File: config.mk
export PLATFORM = sky130hd
export DESIGN_NAME = uart_tx_param
export DESIGN_NICKNAME = d
export VERILOG_FILES = /design/src/rtl/uart_tx_param.sv
export SDC_FILE = /design/constraint.sdc
export NUM_CORES = 1
export LEC_CHECK = 0
export ABC_AREA = 1
export CORE_MARGIN = 3
export CORE_UTILIZATION = 25
export CTS_CLUSTER_DIAMETER = 120
export DETAILED_ROUTE_END_ITERATION = 6
export SYNTH_ARGS = -nofsm -noshare
export SYNTH_HDL_FRONTEND = slang
export SYNTH_SLANG_ARGS = --single-unit
export TNS_END_PERCENT = 50
File: constraint.sdc
create_clock -name clk -period 1.8 [get_ports clk]
set_input_delay 0.36 -clock clk [delete_from_list [all_inputs] [get_ports clk]]
set_output_delay 0.36 -clock clk [all_outputs]
set_load 0.02 [all_outputs]
File: src/rtl/uart_tx_param.sv
// Parametrised UART transmitter: DATA_BITS data bits, optional parity and 1/2 stop bits.
// A one-entry holding register lets the next frame start directly after the last stop bit.
module uart_tx_param #(
  parameter int DATA_BITS = 8,
  parameter int PARITY    = 0,
  parameter int STOP_BITS = 1
) (
  input  logic                 clk,
  input  logic                 rst,
  input  logic                 pulse,
  input  logic [DATA_BITS-1:0] character,
  input  logic                 start,
  output logic                 ready,
  output logic                 signal,
  output logic                 busy,
  output logic                 done
);

  if (DATA_BITS < 5 || DATA_BITS > 9) begin : g_bad_data_bits
    $error("uart_tx_param: DATA_BITS must be in 5..9");
  end
  if (PARITY < 0 || PARITY > 2) begin : g_bad_parity
    $error("uart_tx_param: PARITY must be 0, 1 or 2");
  end
  if (STOP_BITS < 1 || STOP_BITS > 2) begin : g_bad_stop_bits
    $error("uart_tx_param: STOP_BITS must be 1 or 2");
  end

  localparam int IDX_W = $clog2(DATA_BITS);
  localparam logic [IDX_W-1:0] LAST_IDX  = IDX_W'(DATA_BITS - 1);
  localparam logic             LAST_STOP = 1'(STOP_BITS - 1);

  typedef enum logic [2:0] {
    S_IDLE,
    S_START,
    S_DATA,
    S_PARITY,
    S_STOP
  } state_t;

  state_t               state_q, state_d;
  logic [DATA_BITS-1:0] hold_q, hold_d;
  logic [DATA_BITS-1:0] shift_q, shift_d;
  logic                 hold_valid_q, hold_valid_d;
  logic                 parity_q, parity_d;
  logic                 signal_q, signal_d;
  logic                 done_q, done_d;
  logic [IDX_W-1:0]     bit_idx_q, bit_idx_d;
  logic                 stop_cnt_q, stop_cnt_d;

  always_ff @(posedge clk) begin
    if (rst) begin
      state_q      <= S_IDLE;
      hold_q       <= '0;
      shift_q      <= '0;
      hold_valid_q <= 1'b0;
      parity_q     <= 1'b0;
      signal_q     <= 1'b1;
      done_q       <= 1'b0;
      bit_idx_q    <= '0;
      stop_cnt_q   <= 1'b0;
    end else begin
      state_q      <= state_d;
      hold_q       <= hold_d;
      shift_q      <= shift_d;
      hold_valid_q <= hold_valid_d;
      parity_q     <= parity_d;
      signal_q     <= signal_d;
      done_q       <= done_d;
      bit_idx_q    <= bit_idx_d;
      stop_cnt_q   <= stop_cnt_d;
    end
  end

  always_comb begin
    state_d      = state_q;
    hold_d       = hold_q;
    shift_d      = shift_q;
    hold_valid_d = hold_valid_q;
    parity_d     = parity_q;
    signal_d     = signal_q;
    done_d       = 1'b0;
    bit_idx_d    = bit_idx_q;
    stop_cnt_d   = stop_cnt_q;

    if (start && !hold_valid_q) begin
      hold_d       = character;
      hold_valid_d = 1'b1;
    end

    if (pulse) begin
      case (state_q)
        S_IDLE: begin
          signal_d = 1'b1;
          if (hold_valid_q) begin
            shift_d      = hold_q;
            parity_d     = (PARITY == 1) ? ~^hold_q : ^hold_q;
            hold_valid_d = 1'b0;
            signal_d     = 1'b0;
            state_d      = S_START;
          end
        end
        S_START: begin
          signal_d  = shift_q[0];
          shift_d   = shift_q >> 1;
          bit_idx_d = '0;
          state_d   = S_DATA;
        end
        S_DATA: begin
          if (bit_idx_q == LAST_IDX) begin
            if (PARITY != 0) begin
              signal_d = parity_q;
              state_d  = S_PARITY;
            end else begin
              signal_d   = 1'b1;
              stop_cnt_d = 1'b0;
              state_d    = S_STOP;
            end
          end else begin
            signal_d  = shift_q[0];
            shift_d   = shift_q >> 1;
            bit_idx_d = bit_idx_q + IDX_W'(1);
          end
        end
        S_PARITY: begin
          signal_d   = 1'b1;
          stop_cnt_d = 1'b0;
          state_d    = S_STOP;
        end
        S_STOP: begin
          if (stop_cnt_q == LAST_STOP) begin
            done_d = 1'b1;
            // A waiting character goes straight into its start bit, no idle period.
            if (hold_valid_q) begin
              shift_d      = hold_q;
              parity_d     = (PARITY == 1) ? ~^hold_q : ^hold_q;
              hold_valid_d = 1'b0;
              signal_d     = 1'b0;
              state_d      = S_START;
            end else begin
              signal_d = 1'b1;
              state_d  = S_IDLE;
            end
          end else begin
            stop_cnt_d = stop_cnt_q + 1'b1;
          end
        end
        default: begin
          signal_d = 1'b1;
          state_d  = S_IDLE;
        end
      endcase
    end
  end

  assign ready  = ~hold_valid_q;
  assign signal = signal_q;
  assign busy   = (state_q != S_IDLE);
  assign done   = done_q;

endmodule

## After elaboration in Yosys (flattened, before gate mapping)

Index checks and enable logic that the tools add are counted.

- Register bits after elaboration: 26
- Bits of input ports: 12
- Output and inout port bits: 4
- Logic and storage cells: 59

- Add/sub/neg operators: 2
- Equal/unequal tests: 9
- Multiplexer cells: 24
- Bitwise gates (word level): 3
- Reduce and logical (&&, ||, !) cells: 13

Operator list:

| operator | number |
|---|---|
| 8-bit case mux with 4 select lines | 1 |
| 8-bit two-way mux | 3 |
| 3-bit case mux with 5 select lines | 1 |
| 3-bit two-way mux | 4 |
| 1-bit two-way mux | 11 |
| 2-bit != test (second input constant) | 4 |
| 4-bit AND reduction | 2 |
| 3-bit by 2-bit == test with 1-bit output (second input constant) | 2 |
| 3-bit == test (second input constant) | 2 |
| 3-bit case mux with 2 select lines | 1 |
| 3-bit AND reduction | 2 |
| 3-bit nonzero test | 2 |
| 1-bit case mux with 4 select lines | 1 |
| 4-bit nonzero test | 1 |
| 3-bit by 1-bit adder with 3-bit output (second input constant) | 1 |
| 3-bit by 1-bit == test with 1-bit output (second input constant) | 1 |
| 3-bit logical NOT | 1 |
| 1-bit NOT | 3 |
| 1-bit case mux with 3 select lines | 1 |
| 3-bit OR reduction | 1 |
| 1-bit case mux with 2 select lines | 1 |
| 2-bit AND reduction | 1 |
| 2-bit nonzero test | 1 |
| 1-bit adder (second input constant) | 1 |
| 2 further kinds | 2 |

## Longest topological paths before layout

- Depth in word-level cells: 7
- Depth in mapped cells: 10
- Gate-level depth less buffers: 9

## Worst setup path before layout

OpenSTA, ideal clock, no wires.

- Kind: flip-flop to flip-flop
- Start point: register bit_idx_q[0]
- End point: register shift_q[0]
- Setup time: 112 ps
- Data arrival time: 1344 ps
- Required time: 1688 ps
- Setup slack: 344 ps
- Stages on the path, launching flop included: 10
- Buffers on the path: 1
- Period minus slack after synthesis: 1456 ps
- Cells stage by stage: dfxtp_1 > ha_1 > ha_1 > inv_1 > nor2_4 > nor2_4 > nand2_4 > buf_12 > nor2_2 > nor2_2

- Longest elaborated chain between the ends: 3

Ends and longest elaborated chain:

| element | line | text |
|---|---|---|
| from (decl) | 48 | `logic [IDX_W-1:0] bit_idx_q, bit_idx_d;` |
| from (signal assigned) | 70 | `bit_idx_q <= bit_idx_d;` |
| 3-bit == test | 110 | `if (bit_idx_q == LAST_IDX) begin` |
| 2-bit != test (no source line) | - |  |
| 4-bit AND reduction (no source line) | - |  |
| to (signal assigned) | 65 | `shift_q <= shift_d;` |
| to (decl) | 43 | `logic [DATA_BITS-1:0] shift_q, shift_d;` |

Every way passes these cells.
A chain may end at the register's enable or synchronous reset.

## Worst setup path after layout

- Start point: register hold_valid_q
- End point: output ready

- Longest elaborated chain between the ends: 1

Ends and longest elaborated chain:

| element | line | text |
|---|---|---|
| from (decl) | 44 | `logic hold_valid_q, hold_valid_d;` |
| from (signal assigned) | 66 | `hold_valid_q <= hold_valid_d;` |
| 1-bit NOT | 156 | `assign ready = ~hold_valid_q;` |
| to (decl) | 13 | `output logic ready,` |

Every way passes these cells.

==> summary by stage <==
Clock network
The number of buffers created by CTS is 3. The clock input transition at the sequential cells of the worst setup and hold paths is 0.09 ns. The clock latency of the later-clocked register in the worst-skew pair is 0.27 ns.

The hold-fix buffer count after cts is 0. The number of clock sinks is 25. TritonCTS built the clock tree.

In this run the clock root is driven by a sky130_fd_sc_hd__clkbuf_8. No sink is reached through more buffers than the 2 on the longest clock path. The level count of the clock H-tree is 1.

Place
The sum of net half-perimeters after detailed placement is 1720 µm. The congestion estimate from routability-driven global placement came to 0.759. The number of input and output port buffers inserted is 15.

The number of placed instances, taps included, is 255.

Finish
The number of filler cells placed in the layout is 527. The finished layout holds 259 standard cells, fillers aside. The number of diodes added for antenna fixing is 0. Registers take 502 µm². The area growth from synthesis to layout is 20.8%. The net count reported at finish is 207. In the final layout, the share of cells above drive strength 1 is 0.193. Summing all multi-input logic gate instances after layout gives 638 µm².

Worst hold path
The cell depth of the worst hold path is 2. The path category of the worst min-delay check is flop to flop. The path with the worst hold slack has its endpoint at hold_q[7]. The worst hold path begins at hold_q[7].

Synthesis
Of the total synthesized cell area, the portion taken by XOR and XNOR cells is 0. Of the synthesized area, sequential elements account for 0.392. The synthesized area is 1280 µm². Sorting the synthesized cells by area gives the leading types as sky130_fd_sc_hd__dfxtp_1, sky130_fd_sc_hd__nand2_1, sky130_fd_sc_hd__nor2_2, sky130_fd_sc_hd__inv_1, sky130_fd_sc_hd__nor2_1. Synthesis handed over a netlist of 174 instances.

The post-synthesis share of cell area spent on and, or, nand and nor gates is 0.382. Counting every net in the synthesized netlist gives 188. The post-synthesis sequential element count is 25. The dominant combinational cell family by area after synthesis is simple AND/OR/NAND/NOR gates.

The synthesized area divided by synthesized cell count is 7.33 µm². The share of synthesized area in the top cell type comes to 0.392. The adder and majority gate portion of the synthesized area is 0.0196. The number of different library cells in the post-synthesis netlist is 22. The fraction of the mapped netlist area in compound gates was 0.0980. The largest total area in the synthesized netlist belongs to sky130_fd_sc_hd__dfxtp_1.

The proportion of synthesized area in mux cells is 0. The number of warning messages in the yosys log is 0.

Global routing
The sum of overflow across all layers after global routing is 0. The maximum number of pins on one net before global-route repair is 20. The met3 track demand over resource is 0.0197. met2 is the most crowded layer. The number of global-route vias before repair is 901. The first-pass GRT wire length is 3930 µm. The global-route usage over all layers is 0.0804. The initial antenna violation count is 0.

For met2 alone, demand over resource in global routing was 0.118. The global-route met1 utilization is 0.114.

Critical path
The setup check on the worst reg-to-reg path leaves a slack of 0.26 ns. For the worst setup path, the data arrival time is 1.37 ns. The critical path startpoint category is a flop. The worst path required time is 1.44 ns. The end of the worst register-to-register path is shift_q[4].

The critical path capture point type is an output pin. The peak fanout along the critical path is 4. The most critical setup path has its startpoint at hold_valid_q. The start-to-end type of the worst setup path is flop to output pin.

The cell depth of the worst flop-to-flop path is 8. In this run the critical register-to-register path is launched from bit_idx_q[0].

Timing
The final number of hold-violating endpoints is 0. The final count of pins violating max slew is 0. Summed over all failing endpoints, the final setup total negative slack is 0 ns. The highest clock frequency the design can meet is 0.579 GHz. Setup violations remaining at the end of the flow were counted as 0. In this run the tightest slew margin relative to its limit is 0.706. The setup skew after layout is 0.00397 ns. The smallest clock period supported by the final layout is computed as 1.73 ns. At the pin with the least slew margin, the transition time is 0.440 ns. Setup repair after global routing left no endpoint under its margin.

The final period utilization is 0.960.

Detailed routing
The average routed wire per standard cell is 9.03 µm. The number of vias in the routed layout is 1,060. The number of vias per cell is 4.09. The number of nets with antenna violations after detailed routing is 0. The DRC violation total after the first TritonRoute iteration is 82. The detailed-routing iteration count for the pre-antenna-repair pass is 4. The total wire length after detailed routing is 2340 µm.

The DRC violation count after routing is 0.

Status
The run finished with clean final reports.

Power
The part of the power in the clock network is 0.200. In this run the power density over the cells is 1090 nW/µm². Summed over all cells, the static leakage comes to 0.672 nW.

VDD sags by at most 310 µV. The switching share of power is 0.381. Cell internal power was estimated by the tool at 1.04 mW. The share of power burned in combinational logic is 0.388. The share of total power dissipated in sequential elements is 0.412. In this run the power spent charging and discharging nets is 0.637 mW.

Floorplanning
Pin placement for this block handled 16 I/O pins. The placeable core region is 4820 µm². The row count is 25. The overall die width is 77.5 µm. Measured along the y axis, the die boundary spans 77.5 µm. The initial utilization of the core area, before any placement, comes to 0.265. The die covers 6000 µm².

Job
The max capacitance violation total is 0.
sequential cells by signal (all words and copies together) (netlist names):
signal	flops
shift_q	8
hold_q	8
bit_idx_q	3
done	1
state_q	3
hold_valid_q	1
signal	1
power by group through the flow:
stage	Sequential, mW	Clock, mW	Combinational, mW
after global routing	0.700	0.368	0.741
final	0.689	0.335	0.650
after floorplan	0.705	0	0.536
after detailed placement	0.701	0	0.665
after global placement	0.700	0	0.663
after CTS	0.690	0.345	0.659
kinds of logic (layout without fill, tap and decap cells):
kind of cell               Yosys count  count (layout)
DFF                                 25              25
and+or+nand+nor                     92              92
buffers and inverters               30              48
adders and majority gates            2               2
AOI/OAI and AO/OA                   25              25
what timing repair did:
action	in CTS	in global routing
setup buffers	0	0
setup endpoints to repair	1	0
gates resized for setup	2	0
layer usage:
metal	part of all wire	up-vias
met3	0.035	4
met2	0.44	15
met4	0.014	0
met1	0.51	464
met5	0	-
li1	-	577
layout by cell type (no fill, tap or decap), drive strengths merged:
cell,Yosys,routed
a21oi,10,10
buf,4,4
clkbuf,1,4
clkdlybuf4s50,0,14
dfxtp,25,25
dlygate4sd2,0,1
ha,2,2
inv,25,25
nand2,43,43
nand3,10,10
nand4,5,5
nor2,33,33
nor4,1,1
o21ai,15,15
synthesized netlist by cell type:
cell type / number
sky130_fd_sc_hd__nand3_4: 2
sky130_fd_sc_hd__buf_2: 1
sky130_fd_sc_hd__buf_12: 1
sky130_fd_sc_hd__nand3_1: 7
sky130_fd_sc_hd__nor2_1: 17
sky130_fd_sc_hd__nor4_1: 1
sky130_fd_sc_hd__dfxtp_1: 25
sky130_fd_sc_hd__nor2_4: 2
sky130_fd_sc_hd__o21ai_1: 6
sky130_fd_sc_hd__nand2_2: 2
sky130_fd_sc_hd__ha_1: 2
sky130_fd_sc_hd__nor2_2: 14
sky130_fd_sc_hd__nand4_1: 5
sky130_fd_sc_hd__o21ai_0: 9
sky130_fd_sc_hd__nand3_2: 1
sky130_fd_sc_hd__inv_2: 4
sky130_fd_sc_hd__a21oi_1: 10
sky130_fd_sc_hd__clkbuf_1: 1
sky130_fd_sc_hd__buf_4: 2
sky130_fd_sc_hd__inv_1: 21
sky130_fd_sc_hd__nand2_1: 37
sky130_fd_sc_hd__nand2_4: 4
how the worst max path moves through the flow:
| stage | to | slack [ns] | cells past startpoint |
|---|---|---|---|
| 6_report | ready | 0.07 | 2 |
| 5_1_grt | ready | 0.02 | 2 |
| 4_1_cts | ready | 0.06 | 2 |
| 3_5_place_dp | busy | 0.19 | 3 |
| 3_3_place_gp | busy | 0.21 | 3 |
| 2_1_floorplan | shift_q[0] | 0.34 | 9 |
per-stage QoR:
| stage | area [µm²] | hold slack, ns | total power [mW] | setup slack (ns) | util |
|---|---|---|---|---|---|
| floorplan | 1280 | 0.429 | 1.24 | 0.344 | - |
| global placement | 1500 | 0.443 | 1.36 | 0.207 | 0.311 |
| detailed placement | 1500 | 0.447 | 1.37 | 0.191 | 0.311 |
| CTS | 1540 | 0.460 | 1.69 | 0.0640 | 0.320 |
| global route | 1540 | 0.479 | 1.81 | 0.0193 | 0.320 |
| finish | 1540 | 0.455 | 1.67 | 0.0722 | 0.320 |
worst max-delay path, stage by stage (launching register included):
cell	delay (ns)
sky130_fd_sc_hd__dfxtp_1	0.33
sky130_fd_sc_hd__inv_1	0.14
sky130_fd_sc_hd__clkdlybuf4s50_1	0.63
layout make-up:
class / instances / area share
clock buffer: 4 / 0.0292
inverter: 25 / 0.0609
multi-input combinational: 119 / 0.414
sequential: 25 / 0.325
tap: 67 / 0.0544
timing repair buffer: 19 / 0.116
Power figures use the tool's default switching activity.
==> edit 1, RTL diff (same flow settings) <==
Set the parameter `PARITY` to 1 (it was 0).
--- a/src/rtl/uart_tx_param.sv
+++ b/src/rtl/uart_tx_param.sv
@@ -2,7 +2,7 @@
 // A one-entry holding register lets the next frame start directly after the last stop bit.
 module uart_tx_param #(
   parameter int DATA_BITS = 8,
-  parameter int PARITY    = 0,
+  parameter int PARITY    = 1,
   parameter int STOP_BITS = 1
 ) (
   input  logic                 clk,
Behaviour: same outputs for any inputs over 10 cycles, from zero or initial values and one cycle with rst high; that may be too few to reach the edited logic, so the function may still have changed.
==> edit 1 against the unedited design <==
Worst hold slack improved by 0.017 ns. Sequential cell count is 1 higher. Power shrank 11%. First-iteration DRC count shrank 71%. Area after synthesis grew 5.8%. Clock power increased by 13%. Clock skew barely moved. Die area is 5.3% higher. Setup slack better by 0.055 ns. Routed wire length rose by 19%. Final area grew 6.2%. Utilization is 0.34 points lower. Largest power group unchanged. Highest routed layer unchanged.
==> edit 1: results (changes against the unedited design) <==
* Total wire length at 2780 µm (+19%)
* Status: completed
* Post-Syn Nets at 228 (+21%)
* Slack of the worst reg-to-reg path at 0.32 ns (+0.06 ns)
* Met3 WL at 37 µm (-55%)
* Total GRT Usage at 9.66% (+1.6 points)
* Post-DP Area at 1580 µm² (+5.9%)
* Crit Reg-Reg Endpoint: shift_q[6]
* Vias in the first global route at 1129 (+25%)
* Met1 Use GR at 12.7% (+1.3 points)
* Nets at 245 (+18%)
* Worst Clk Skew at 0.00429 ns (+0.000324 ns)
* Register Area at 520 µm² (+3.7%)
* Routed wl met2 at 1250 µm (+21%)
* Largest delay share family, worst path: flip-flops
* Inverters at 28 (+12%)
* Area of the die at 6320 µm² (+5.3%)
* Final RePlAce weighted congestion at 0.840 (+11%)
* Fin crit share at 92.9% (-3.0 points)
* Area Overhead vs Synth at 21.3%
* Routed length per instance at 9.27 µm (+2.7%)
* Non-clock buffer total of the final layout at 18 (-1)
* Met1 WL at 1430 µm (+20%)
* Synth cell count leaders: 67 x nand2_1, 32 x nor2_1, 28 x inv_1
* WHS Endpoint: bit_idx_q[2]
* #MultiIn Comb at 154 (+29%)
* Sequential share of the synthesized area at 38.6% (-0.66 points)
* Crit-path max FO at 6 (+2)
* Worst path slowest cell: dfxtp_1
* Area occupied by multi-input gates at 686 µm² (+7.5%)
* Slew @ Worst Pin at 0.452 ns (+0.0121 ns)
* First-pass GRT wire length at 4980 µm (+27%)
* Layout clock area frac at 3.36% (+0.44 points)
* Yosys reg bits at 26 (+4.0%)
* NetSw at 490 µW (-23%)
* Placed Instances at 296 (+16%)
* Post-synth cell types at 18 (-18%)
* Vias/cell at 4.19 (+2.3%)
* Ratio of cells with drive above 1 in the final layout at 5.22% (-14 points)
* Leak Pwr at 0.775 nW (+15%)
* CP arrival at 1.31 ns (-0.06 ns)
* Largest net degree at the start of global routing at 23 (+15%)
==> edit 1: changes by cell type after synthesis, sizes merged, moves of 2 or more <==
cell,delta
nand2,+27
o21ai,+9
a21oi,+3
inv,+3
nand4,-3
clkbuf,+2
nand3,-2
==> edit 1: cells by family after synthesis <==
group           after synthesis  synth area share, %
simple gates                114                 34.6
compound gates               37                 13.7
buf+inv                      34                 10.7
flops                        26                 38.6
fa+ha+maj                     2                 1.85
xor+xnor                      1                0.649
==> edit 1: power by group through the flow <==
stage / Sequential (mW) / Clock, mW / Combinational (mW)
final: 0.680 / 0.380 / 0.423
after global routing: 0.691 / 0.417 / 0.488
after CTS: 0.681 / 0.396 / 0.426
after detailed placement: 0.695 / 0 / 0.428
after global placement: 0.693 / 0 / 0.419
after floorplan: 0.690 / 0 / 0.320
==> edit 1: worst min-delay path: cells and delay by family, from the launching register on <==
kind	cells	cell delay, ns
AO/OA/AOI/OAI	1	0.05
flip-flops	1	0.32
AND/OR/NAND/NOR	1	0.06
==> edit 2, RTL diff (config.mk and constraints unchanged) <==
Without the edit above. `hold_q` and `shift_q` no longer have a reset.
--- a/src/rtl/uart_tx_param.sv
+++ b/src/rtl/uart_tx_param.sv
@@ -51,8 +51,6 @@
   always_ff @(posedge clk) begin
     if (rst) begin
       state_q      <= S_IDLE;
-      hold_q       <= '0;
-      shift_q      <= '0;
       hold_valid_q <= 1'b0;
       parity_q     <= 1'b0;
       signal_q     <= 1'b1;
@@ -61,8 +59,6 @@
       stop_cnt_q   <= 1'b0;
     end else begin
       state_q      <= state_d;
-      hold_q       <= hold_d;
-      shift_q      <= shift_d;
       hold_valid_q <= hold_valid_d;
       parity_q     <= parity_d;
       signal_q     <= signal_d;
@@ -70,6 +66,11 @@
       bit_idx_q    <= bit_idx_d;
       stop_cnt_q   <= stop_cnt_d;
     end
+  end
+
+  always_ff @(posedge clk) begin
+    hold_q  <= hold_d;
+    shift_q <= shift_d;
   end
 
   always_comb begin
Behaviour: no difference found for any inputs over 10 cycles, from zero or initial values and one cycle with rst high; that may be too few to reach the edited logic, so the function may still have changed.
==> edit 2 against the unedited design <==
Setup slack better by 0.093 ns. Routed wire length is 6.9% lower. Final area down 3.4%. Sequential cell count did not move. Fmax is 5.7% higher. Critical path type unchanged. Register-to-register slack barely moved. Non-clock buffer count unchanged. Power is 2.1% higher. Count of clock-buffer cells in the layout shrank 1. Area after synthesis decreased by 5.6%. Clock power rose by 4%.
==> edit 2: results (changes against the unedited design) <==
* Status: completed
* Max incr delay on CP at 0.38 ns (-0.25 ns)
* Synth top area cells: edfxtp_1 40%, dfxtp_1 15%, nand2_1 11%
* Post-DP Area at 1440 µm² (-4.1%)
* Avg Cell Area, Syn at 9.56 µm² (+30%)
* Post-Syn Nets at 140 (-26%)
* #MultiIn Comb at 84 (-29%)
* FF-to-FF path depth at 6 (-2)
* Vias/cell at 4.29 (+4.9%)
* First-pass GRT wire length at 3730 µm (-5.3%)
* Synth cell count leaders: 34 x nand2_1, 16 x edfxtp_1, 15 x nor2_1
* GR Util met2 at 12.5% (+0.63 points)
* First DRT Iteration DRCs at 27 (-67%)
* Leak Pwr at 0.601 nW (-11%)
* Area occupied by multi-input gates at 473 µm² (-26%)
* Worst Clk Skew at 0.00657 ns (+0.00260 ns)
* Max_slew headroom at 79.3% (+8.7 points)
* Final RePlAce weighted congestion at 0.763 (+0.50%)
* CLK BUF at 3 (-1)
* Placed Instances at 195 (-24%)
* EDFF count, synth at 16 (+16)
* Sequential share of the synthesized area at 54.8% (+16 points)
* Yosys top cell by area: edfxtp_1
* Signal buf overhead at 12.2% (+0.58 points)
* Register Area at 663 µm² (+32%)
* Routed wl met2 at 956 µm (-7.4%)
* Layout clock area frac at 3.36% (+0.44 points)
* Total wire length at 2180 µm (-6.9%)
## edit 2: where the power goes
part | total (mW) | leakage [nW] | internal (mW) | switching [mW]
sequential | 0.794 | 0.228 | 0.731 | 0.0633
combinational | 0.566 | 0.347 | 0.209 | 0.357
clock | 0.350 | 0.0261 | 0.162 | 0.187
total | 1.71 | 0.601 | 1.10 | 0.608
## edit 2: path summary, 6_finish.rpt
kind / start / endpoint / slack (ns)
setup reg to reg: bit_idx_q[0] / shift_q[2] / 0.26
hold reg to reg: signal / signal / 0.49
hold / removal: signal / signal / 0.49
setup / recovery: state_q[1] / busy / 0.17
## edit 2: cells by family after synthesis
kind of cell	Yosys count	synth area share, %
compound gates	13	8.20
fa+ha+maj	2	2.08
flops	25	54.8
simple gates	69	29.0
buf+inv	17	5.92
## edit 2: what timing repair did
| action | 4_1_cts | 5_1_grt |
|---|---|---|
| gates resized for setup | 3 | 1 |
| endpoints found under the setup margin | 1 | 1 |
| pin swaps | 0 | 0 |
